`src/rtl/gpr_wb_ctrl.sv`:
```
// gpr_wb_ctrl: GPR writeback controller.
// Purpose: arbitrates load, ALU and MDU results onto the single GPR write port,
// formats load data (sign/zero extension, LWL/LWR merges) into register-ready
// words with byte enables, and keeps a per-register busy scoreboard used by the
// issue stage for interlock.
// Ports:
//   clk, reset                     clock and synchronous active-high reset
//   ld_valid/addr/type/off/data    load return (never back-pressured, ld_ready=1)
//   alu_valid/addr/data, alu_ready ALU result handshake
//   mdu_valid/addr/data, mdu_ready multiply/divide result handshake
//   iss_valid, iss_addr            issuing instruction with a GPR destination
//   busy                           scoreboard, bit i = GPR i has a pending write
//   rd_addr, rd_in, rd_byte_w_en,
//   write                          registered GPR write port
module gpr_wb_ctrl #(
  parameter int DATA_WIDTH = 32,
  parameter int ADDR_WIDTH = 5
) (
  input  logic                     clk,
  input  logic                     reset,
  input  logic                     ld_valid,
  input  logic [ADDR_WIDTH-1:0]    ld_addr,
  input  logic [2:0]               ld_type,
  input  logic [1:0]               ld_off,
  input  logic [DATA_WIDTH-1:0]    ld_data,
  output logic                     ld_ready,
  input  logic                     alu_valid,
  input  logic [ADDR_WIDTH-1:0]    alu_addr,
  input  logic [DATA_WIDTH-1:0]    alu_data,
  output logic                     alu_ready,
  input  logic                     mdu_valid,
  input  logic [ADDR_WIDTH-1:0]    mdu_addr,
  input  logic [DATA_WIDTH-1:0]    mdu_data,
  output logic                     mdu_ready,
  input  logic                     iss_valid,
  input  logic [ADDR_WIDTH-1:0]    iss_addr,
  output logic [2**ADDR_WIDTH-1:0] busy,
  output logic [ADDR_WIDTH-1:0]    rd_addr,
  output logic [DATA_WIDTH-1:0]    rd_in,
  output logic [3:0]               rd_byte_w_en,
  output logic                     write
);

  localparam int NREG = 2**ADDR_WIDTH;

  localparam logic [2:0] LD_LB  = 3'd0;
  localparam logic [2:0] LD_LBU = 3'd1;
  localparam logic [2:0] LD_LH  = 3'd2;
  localparam logic [2:0] LD_LHU = 3'd3;
  localparam logic [2:0] LD_LWL = 3'd5;
  localparam logic [2:0] LD_LWR = 3'd6;

  logic [7:0]            ld_byte;
  logic [15:0]           ld_half;
  logic [DATA_WIDTH-1:0] ld_word;
  logic [3:0]            ld_en;

  logic                  accept;
  logic [ADDR_WIDTH-1:0] sel_addr;
  logic [DATA_WIDTH-1:0] sel_data;
  logic [3:0]            sel_en;
  logic [NREG-1:0]       busy_next;

  // Fixed priority load > ALU > MDU; loads are never stalled.
  assign ld_ready  = 1'b1;
  assign alu_ready = !ld_valid;
  assign mdu_ready = !ld_valid && !alu_valid;

  // Load formatting. Halfword loads ignore ld_off[0] (alignment is checked
  // upstream). For LWL the shift amount 3-b equals ~b on two bits.
  always_comb begin
    ld_byte = ld_data[{ld_off, 3'b000} +: 8];
    ld_half = ld_data[{ld_off[1], 4'b0000} +: 16];
    ld_word = ld_data;
    ld_en   = 4'b1111;
    case (ld_type)
      LD_LB:  ld_word = {{(DATA_WIDTH-8){ld_byte[7]}}, ld_byte};
      LD_LBU: ld_word = {{(DATA_WIDTH-8){1'b0}}, ld_byte};
      LD_LH:  ld_word = {{(DATA_WIDTH-16){ld_half[15]}}, ld_half};
      LD_LHU: ld_word = {{(DATA_WIDTH-16){1'b0}}, ld_half};
      LD_LWL: begin
        ld_word = ld_data << {~ld_off, 3'b000};
        ld_en   = 4'b1111 << (~ld_off);
      end
      LD_LWR: begin
        ld_word = ld_data >> {ld_off, 3'b000};
        ld_en   = 4'b1111 >> ld_off;
      end
      default: ld_word = ld_data;
    endcase
  end

  always_comb begin
    accept   = 1'b1;
    sel_addr = ld_addr;
    sel_data = ld_word;
    sel_en   = ld_en;
    if (ld_valid) begin
      sel_addr = ld_addr;
    end else if (alu_valid) begin
      sel_addr = alu_addr;
      sel_data = alu_data;
      sel_en   = 4'b1111;
    end else if (mdu_valid) begin
      sel_addr = mdu_addr;
      sel_data = mdu_data;
      sel_en   = 4'b1111;
    end else begin
      accept = 1'b0;
    end
  end

  // Clear for the write retiring this cycle, then set for the new issue so a
  // newer producer to the same register keeps it busy.
  always_comb begin
    busy_next = busy;
    if (write) busy_next[rd_addr] = 1'b0;
    if (iss_valid && (iss_addr != '0)) busy_next[iss_addr] = 1'b1;
    busy_next[0] = 1'b0;
  end

  // Enables are forced to 0 whenever write is 0 so bypass logic never sees
  // stale enables; address and data simply hold when idle.
  always_ff @(posedge clk) begin
    if (reset) begin
      rd_addr      <= '0;
      rd_in        <= '0;
      rd_byte_w_en <= 4'b0000;
      write        <= 1'b0;
      busy         <= '0;
    end else begin
      busy <= busy_next;
      if (accept) begin
        rd_addr      <= sel_addr;
        rd_in        <= sel_data;
        write        <= (sel_addr != '0);
        rd_byte_w_en <= (sel_addr != '0) ? sel_en : 4'b0000;
      end else begin
        write        <= 1'b0;
        rd_byte_w_en <= 4'b0000;
      end
    end
  end

endmodule

```
`config.mk`:
```
export PLATFORM = sky130hd
export DESIGN_NAME = gpr_wb_ctrl
export DESIGN_NICKNAME = d
export VERILOG_FILES = /design/src/rtl/gpr_wb_ctrl.sv
export SDC_FILE = /design/constraint.sdc
export NUM_CORES = 1
export LEC_CHECK = 0
export ABC_AREA = 1
export CAP_MARGIN = 30
export CORE_MARGIN = 4
export CORE_UTILIZATION = 30
export CTS_CLUSTER_DIAMETER = 150
export DETAILED_ROUTE_END_ITERATION = 7
export GPL_TIMING_DRIVEN = 0
export PLACE_DENSITY_LB_ADDON = 0.05
export SYNTH_ARGS = -nofsm -noshare
export SYNTH_HDL_FRONTEND = slang
export SYNTH_SLANG_ARGS = --single-unit
```
`constraint.sdc`:
```
create_clock -name clk -period 2.2 [get_ports clk]
set_clock_uncertainty 0.1 [all_clocks]
set_input_delay 0.66 -clock clk [delete_from_list [all_inputs] [get_ports clk]]
set_output_delay 0.66 -clock clk [all_outputs]
set_load 0.1 [all_outputs]
```
; Word level (Yosys, flattened, before mapping)
; Index checks and enable logic that the tools add are counted.
[totals]
regBits = 74
latchBits = 0
ram_bits = 0
romBits = 0
in_bits = 127
n_memories = 0
[op_classes]
addsub = 0
multipliers = 0
n_div = 0
order_cmp = 4
n_eq_ne = 5
shifts = 6
mux = 20
bitwise = 6
reduce_logical = 11
[ops]
columns = op, count
row1 = $pmux W32 S6, 1
row2 = $mux W32, 5
row3 = $and A32 B32 Y32, 1
row4 = $not A32 Y32, 1
row5 = $or A32 B32 Y32, 1
row6 = $shiftx A32 B6 Y16, 1
row7 = $shiftx A32 B6 Y8, 1
row8 = $shl A32 B5 Y32, 1
row9 = $shr A32 B5 Y32, 1
row10 = $mux W5, 3
row11 = $lt A5 B6 Y1 const B, 2
row12 = $mux W4, 3
row13 = $demux W1 S5, 2
row14 = $ge A5 B1 Y1 const B, 2
row15 = $reduce_bool A5 Y1, 2
row16 = $pmux W4 S2, 1
row17 = $eq A3 B2 Y1 const B, 2
row18 = $eq A3 B3 Y1 const B, 2
row19 = $mux W1, 5
row20 = $logic_and A1 B1 Y1, 4
row21 = $shl A4 B2 Y4 const A, 1
row22 = $shr A4 B2 Y4 const A, 1
row23 = $eq A3 B1 Y1 const B, 1
row24 = $logic_not A3 Y1, 1
row25 = 5 further kinds, 7

; Logic depth before layout (Yosys ltp)
; Gate-level depths: netlist of run 1.
[depth]
word_depth = 9
depth_mapped = 12
mapped_depth_nobuf = 10

; Worst setup path before layout of run 1
; No wires, ideal clock.
[synth_timing]
path_kind = input-to-output
start = input port alu_valid
end = output port mdu_ready
arrival_ns = 2.251
t_required_ns = 1.440
slack_ns = -0.811
stages = 3
n_path_buf = 2
path_cell_list = buf_6 clkbuf_1 nor2_1
[synth_via]
elab_chain_cells = 2
[synth_rtl]
columns = item, line_no
row1 = from (decl), 27  ; input logic alu_valid,
row2 = $logic_not A1 Y1, 67  ; assign mdu_ready = !ld_valid && !alu_valid;
row3 = $logic_and A1 B1 Y1, 67
row4 = to (decl), 34  ; output logic mdu_ready,
; No other way between the ends.

; Worst setup path in the final report of run 1
[layout_timing]
start = input port ld_valid
end = output port alu_ready
[layout_via]
elab_chain_cells = 1
[layout_rtl]
columns = item, line_no
row1 = from (decl), 21  ; input logic ld_valid,
row2 = $logic_not A1 Y1, 66  ; assign alu_ready = !ld_valid;
row3 = to (decl), 30  ; output logic alu_ready,
; No other way between the ends.

==> results of run 1 <==
-- per-layer routing --
metal | share of wire (%) | wire, um | GRT usage, %
met4 | 1.9 | 469 | 6.17
met3 | 8.1 | 1960 | 5.83
met5 | 0 | 0 | 0
met2 | 46 | 11200 | 38.2
met1 | 44 | 10700 | 31.4
-- path summary, 6_finish.rpt --
check / start / endpoint / slack (ns) / cells past startpoint
max: ld_valid / alu_ready / -0.10 / 5
min: busy[16]$_SDFF_PP0_ / busy[16]$_SDFF_PP0_ / 0.37 / 2
max reg2reg: write$_SDFF_PP0_ / busy[25]$_SDFF_PP0_ / 0.86 / 3
min reg2reg: busy[16]$_SDFF_PP0_ / busy[16]$_SDFF_PP0_ / 0.37 / 2
-- tightest hold or removal path: cells and delay by family (launching register included) --
family | cells | cell delay, ns
DFF | 1 | 0.31
AOI/OAI and AO/OA | 2 | 0.12
-- synthesized netlist by cell type --
cell type  number
clkbuf_1       25
nor2_1         43
clkinv_1        1
a21oi_1       121
nand3_1       101
inv_1          61
o211ai_1       15
nand2_4         1
buf_6           6
buf_2          18
or2_1           1
o22ai_1         2
nor3_1         14
o221ai_1       21
o21bai_2        1
nand2_2         2
inv_2           7
o21ai_1        14
nand3_2         3
nand2_1       255
dfxtp_1        73
buf_4           6
conb_1          2
inv_4           1
o21ai_4         1
nor2_4          1
nor2_2          2
a211oi_1        2
nand3_4         1
nand4_1         8
buf_1           2
o21ai_0        63
-- layout make-up --
cell class / instances / area (sq um) / area share, %
timing repair buffer: 210 / 2180 / 26.9
sequential: 73 / 1460 / 18.0
inverter: 70 / 269 / 3.32
tap: 220 / 275 / 3.39
multi-input combinational: 674 / 3260 / 40.2
buffer: 57 / 364 / 4.49
clock inverter: 7 / 77.6 / 0.957
clock buffer: 9 / 225 / 2.78
-- flip-flops by register name, indices dropped and copies added (netlist names) --
name	count
busy	31
rd_addr	5
rd_in	32
write	1
rd_byte_w_en	4
-- kinds of logic after synthesis --
| group | Yosys count | share of synthesized area, % |
|---|---|---|
| buffers and inverters | 127 | 10.9 |
| AOI/OAI and AO/OA | 240 | 25.7 |
| DFF | 73 | 28.0 |
| other | 2 | 0.144 |
| and+or+nand+nor | 432 | 35.3 |
-- report_power, final --
part           internal [mW]  total, mW  switching [mW]
Combinational          0.553       1.79            1.23
Sequential              1.40       1.44          0.0465
Clock                  0.887       1.49           0.607
-- per-stage QoR --
step,setup TNS (ns),hold WS (ns),total power [mW],instances
4_1_cts,-0.149,0.378,4.74,1316
6_report,-0.104,0.373,4.72,1320
3_3_place_gp,-32.26,0.361,3.22,1292
2_1_floorplan,0,0.761,2.57,874
5_1_grt,-0.170,0.389,4.92,1320
3_5_place_dp,-25.16,0.368,3.22,1295
-- what timing repair did --
item | 4_1_cts | 5_1_grt
gates resized for setup | 257 | 29
endpoints found under the hold margin | 0 | 0
pin swaps | 2 | 2
hold buffers | 0 | 0
gates cloned | 0 | 0
buffers inserted | 5 | 4
endpoints found under the setup margin | 111 | 45
==> impl_results.md, run 1 <==
* Share of cells above drive strength 1 at 16.0%
* Vias at 7011
* First-pass GRT wire length at 36800 um
* DRC violation count after routing at 0
* Netlist Area Pre-Place at 0.00523 sq mm
* Initial antenna violation count at 0
* Setup ws final at -0.104 ns
* WL per Instance at 18.4 um
* DR iter-0 viols at 560
* Post-route design area at 0.00811 sq mm
* Netlist cell types at 32
* Antenna viol nets, final at 0
* CTS Buf Count at 9
* Clock-pin slew on the worst setup and hold paths at 0.07 ns
* Post-Route WL at 24300 um
* Critical Path RT at 1.44 ns
* Master of the slowest instance on the critical path: dlygate4sd2_1
* Grt ovf at 0
* Die Area at 0.0196 sq mm
* Startpoint types: primary input
* Die H at 140 um
* Antenna cell count at 0
* Max frequency at 0.434 GHz
* Crit path time final at 2.30 ns
* Synth top area share at 28.0%
* CTS tree: yes
* Syn Inst Count at 874
* HP Class: register to register
* Critical path arrival at 1.54 ns
* GRT Util Overall at 23.6%
* Synthesized area per cell at 5.98 sq um
* Post-Syn Nets at 1001
* Initial Util at 31.1%
* Power per cell area at 583 mW/mm^2
* Rows at 47
* Clock sink total at 73
* Vias per inst at 5.31
* Synthesis warning total at 0
* CP Capture Type: output pin
* DP Area at 0.00751 sq mm
* Commonest non-fill, non-tap cell in the layout: nand2_1
* I/O pin cnt at 204
* Dpl ws at -1.52 ns
* Final count of pins violating max slew at 0
* Setup CP Type: primary input to output pin
* Crit path buffers/inverters at 5
* Final period util at 105%
* Final setup vio count at 1
* Die W at 140 um
* PortBufs at 198
* Unrepaired setup endpoints after global routing: yes
* Top cells by area, synth: dfxtp_1, nand2_1, a21oi_1
* Largest stage delay on the critical path at 0.29 ns
* Max-Slew Margin vs Limit at 43.0%
* Crit path top cell by count: buf_12
* Leakage at 3.45 nW
* Area leader, netlist: dfxtp_1
* Core area at 0.0168 sq mm
* Vias in the first global route at 6553
* H-tree levels at 3
* Nets@finish at 1222
* Area growth, synth to finish at 55.2%
* Register area share after synthesis at 28.0%
* Delay-heaviest family, CP: buffers and inverters
* HPWL after detailed placement at 19200 um
* Post-route core utilization at 48.2%
* CP cell instances: dlygate4sd2_1, inv_2, buf_12, clkbuf_16, buf_12
* Synthesized flop and latch total at 73
* Pin count of the biggest net entering global routing at 15
* Final Wtd Congestion at 0.974
* Max-Cap Viols at 0
* CP max FO at 10
* Worst-Skew Late Latency at 0.33 ns
* DRT Pass-1 Iters at 7
* CTS root buffer: clkbuf_16
* Pin slew with the least headroom to its limit at 0.848 ns
* Clock Path Buffers at 2
* Max VDD drop at 0.369 mV
* Fillers at 1794
* Endpoints failing hold at 0
* Violated checks: setup timing
* Most frequent cells in the layout: nand2_1, a21oi_1, clkdlybuf4s50_1
* Outcome: finished, violations left
Power figures use the tool's default switching activity.
==> run 2, diff against run 1 <==
- ABC_CLOCK_PERIOD_IN_PS: not set -> 2200
- CAP_MARGIN: 30 -> not set
==> run 2 against run 1 <==
  * The flow now finishes without violations
  * Worst hold slack hardly changed
  * Via count shrank 2.8%
  * Sequential power hardly changed
  * Sequential cell count unchanged
  * Setup slack improved by 0.15 ns
  * Critical endpoint is now rd_addr[2]
  * Highest routed layer unchanged
==> impl_results.md, run 2 (same netlist as run 1, synthesis figures left out) <==
* Commonest non-fill, non-tap cell in the layout: nand2_1
* CTS root buffer: clkbuf_16
* Crit Reg-Reg Startpoint: rd_addr[0]$_SDFFE_PP0N_
* Die W at 140 um
* Endpoints failing hold at 0
* Worst-Skew Late Latency at 0.34 ns
* Antenna viol nets, final at 0
* Startpoint types: register
* Setup CP Type: register to output pin
* R2r setup slk at 0.86 ns
* Biggest register: rd_in
* Post-Route WL at 24300 um
* Final period util at 98.1%
* Power per cell area at 587 mW/mm^2
* Post-Place Cells at 1292
* DRC violation count after routing at 0
* Vias in the first global route at 6422
* CP cell instances: clkdlybuf4s18_2
* Core area at 0.0168 sq mm
* Pin count of the biggest net entering global routing at 16
* DRT Pass-1 Iters at 5
* Unrepaired setup endpoints after global routing: no
* H-tree levels at 3
* Top Registers: rd_in (32), busy (31), rd_addr (5)
* PortBufs at 198
* Initial antenna violation count at 0
* Antenna cell count at 0
* Critical Path RT at 1.44 ns
* Final setup vio count at 0
* Max frequency at 0.464 GHz
* Dpl ws at -1.52 ns
* Initial Util at 31.1%
* Total power at 4.75 mW
* Final Non-Filler Cells at 1318
* I/O pin cnt at 204
* Clock Path Buffers at 2
* Worst hold slack at 0.372 ns
* Grt ovf at 0
* Vias at 6817
* HP Class: register to register
* Outcome: finished, final reports clean
* Rows at 47
* Post-route core utilization at 48.1%
* GRT Util Overall at 23.7%
* DP Area at 0.00750 sq mm
* HPWL after detailed placement at 19100 um
* Post-route design area at 0.00809 sq mm
* Clock sink total at 73
* Leakage at 3.43 nW
* Max VDD drop at 0.368 mV
* Final count of pins violating max slew at 0
* Nets@finish at 1220
* Final Wtd Congestion at 0.974
* Critical path launch point: rd_addr[2]$_SDFFE_PP0N_
* Largest stage delay on the critical path at 0.59 ns
* Critical path arrival at 1.40 ns
* Crit path buffers/inverters at 1
* Hold_buf cts at 0
* CTS tree: yes
* Largest register FFs at 32
* Die H at 140 um
* Worst Hold Launch: busy[16]$_SDFF_PP0_
* Setup_tns at 0 ns
* Pin slew with the least headroom to its limit at 0.872 ns
* Fillers at 1816
* WL per Instance at 18.4 um
* Vias per inst at 5.17
* Delay-heaviest family, CP: buffers and inverters
* Setup ws final at 0.0428 ns
* Share of cells above drive strength 1 at 16.1%
* DR iter-0 viols at 554
* Area growth, synth to finish at 54.8%
* Most frequent cells in the layout: nand2_1, a21oi_1, clkdlybuf4s50_1
* Max-Cap Viols at 0
* First-pass GRT wire length at 36900 um
* Max-Slew Margin vs Limit at 41.4%
* Master of the slowest instance on the critical path: clkdlybuf4s18_2
* CP Capture Type: output pin
* Clock-pin slew on the worst setup and hold paths at 0.07 ns
* CP max FO at 7
* CTS Buf Count at 9
* Die Area at 0.0196 sq mm
* Crit path time final at 2.16 ns
-- run 2: power breakdown --
part	switching [mW]	internal (mW)
clock network	0.626	0.898
logic	1.23	0.548
registers	0.0474	1.40
-- run 2: path summary, 6_finish.rpt --
check | cells after the start | end
max | 1 | rd_addr[2]
min | 2 | busy[16]$_SDFF_PP0_
max reg2reg | 3 | busy[31]$_SDFF_PP0_
min reg2reg | 2 | busy[16]$_SDFF_PP0_
-- run 2: area by class of cell --
| class | count | area (sq um) | share of cell area, % |
|---|---|---|---|
| multi-input combinational | 674 | 3260 | 40.3 |
| timing repair buffer | 208 | 2150 | 26.6 |
| sequential | 73 | 1460 | 18.1 |
| buffer | 57 | 363 | 4.48 |
| tap | 220 | 275 | 3.40 |
| inverter | 70 | 269 | 3.32 |
| clock buffer | 9 | 225 | 2.78 |
| clock inverter | 7 | 82.6 | 1.02 |
-- run 2: metal layers --
metal	wire [um]	vias up	global-route usage, %
li1	-	3402	-
met1	10700	3127	31.7
met2	11200	270	38.5
met3	2070	18	5.90
met4	309	0	5.30
met5	0	-	0
-- run 2: what timing repair did --
| item | CTS | global route |
|---|---|---|
| setup buffers | 2 | 8 |
| gates resized for setup | 262 | 28 |
| setup endpoints to repair | 127 | 46 |
| endpoints found under the hold margin | 0 | 0 |
| gates cloned | 0 | 0 |
| pin swaps | 2 | 3 |
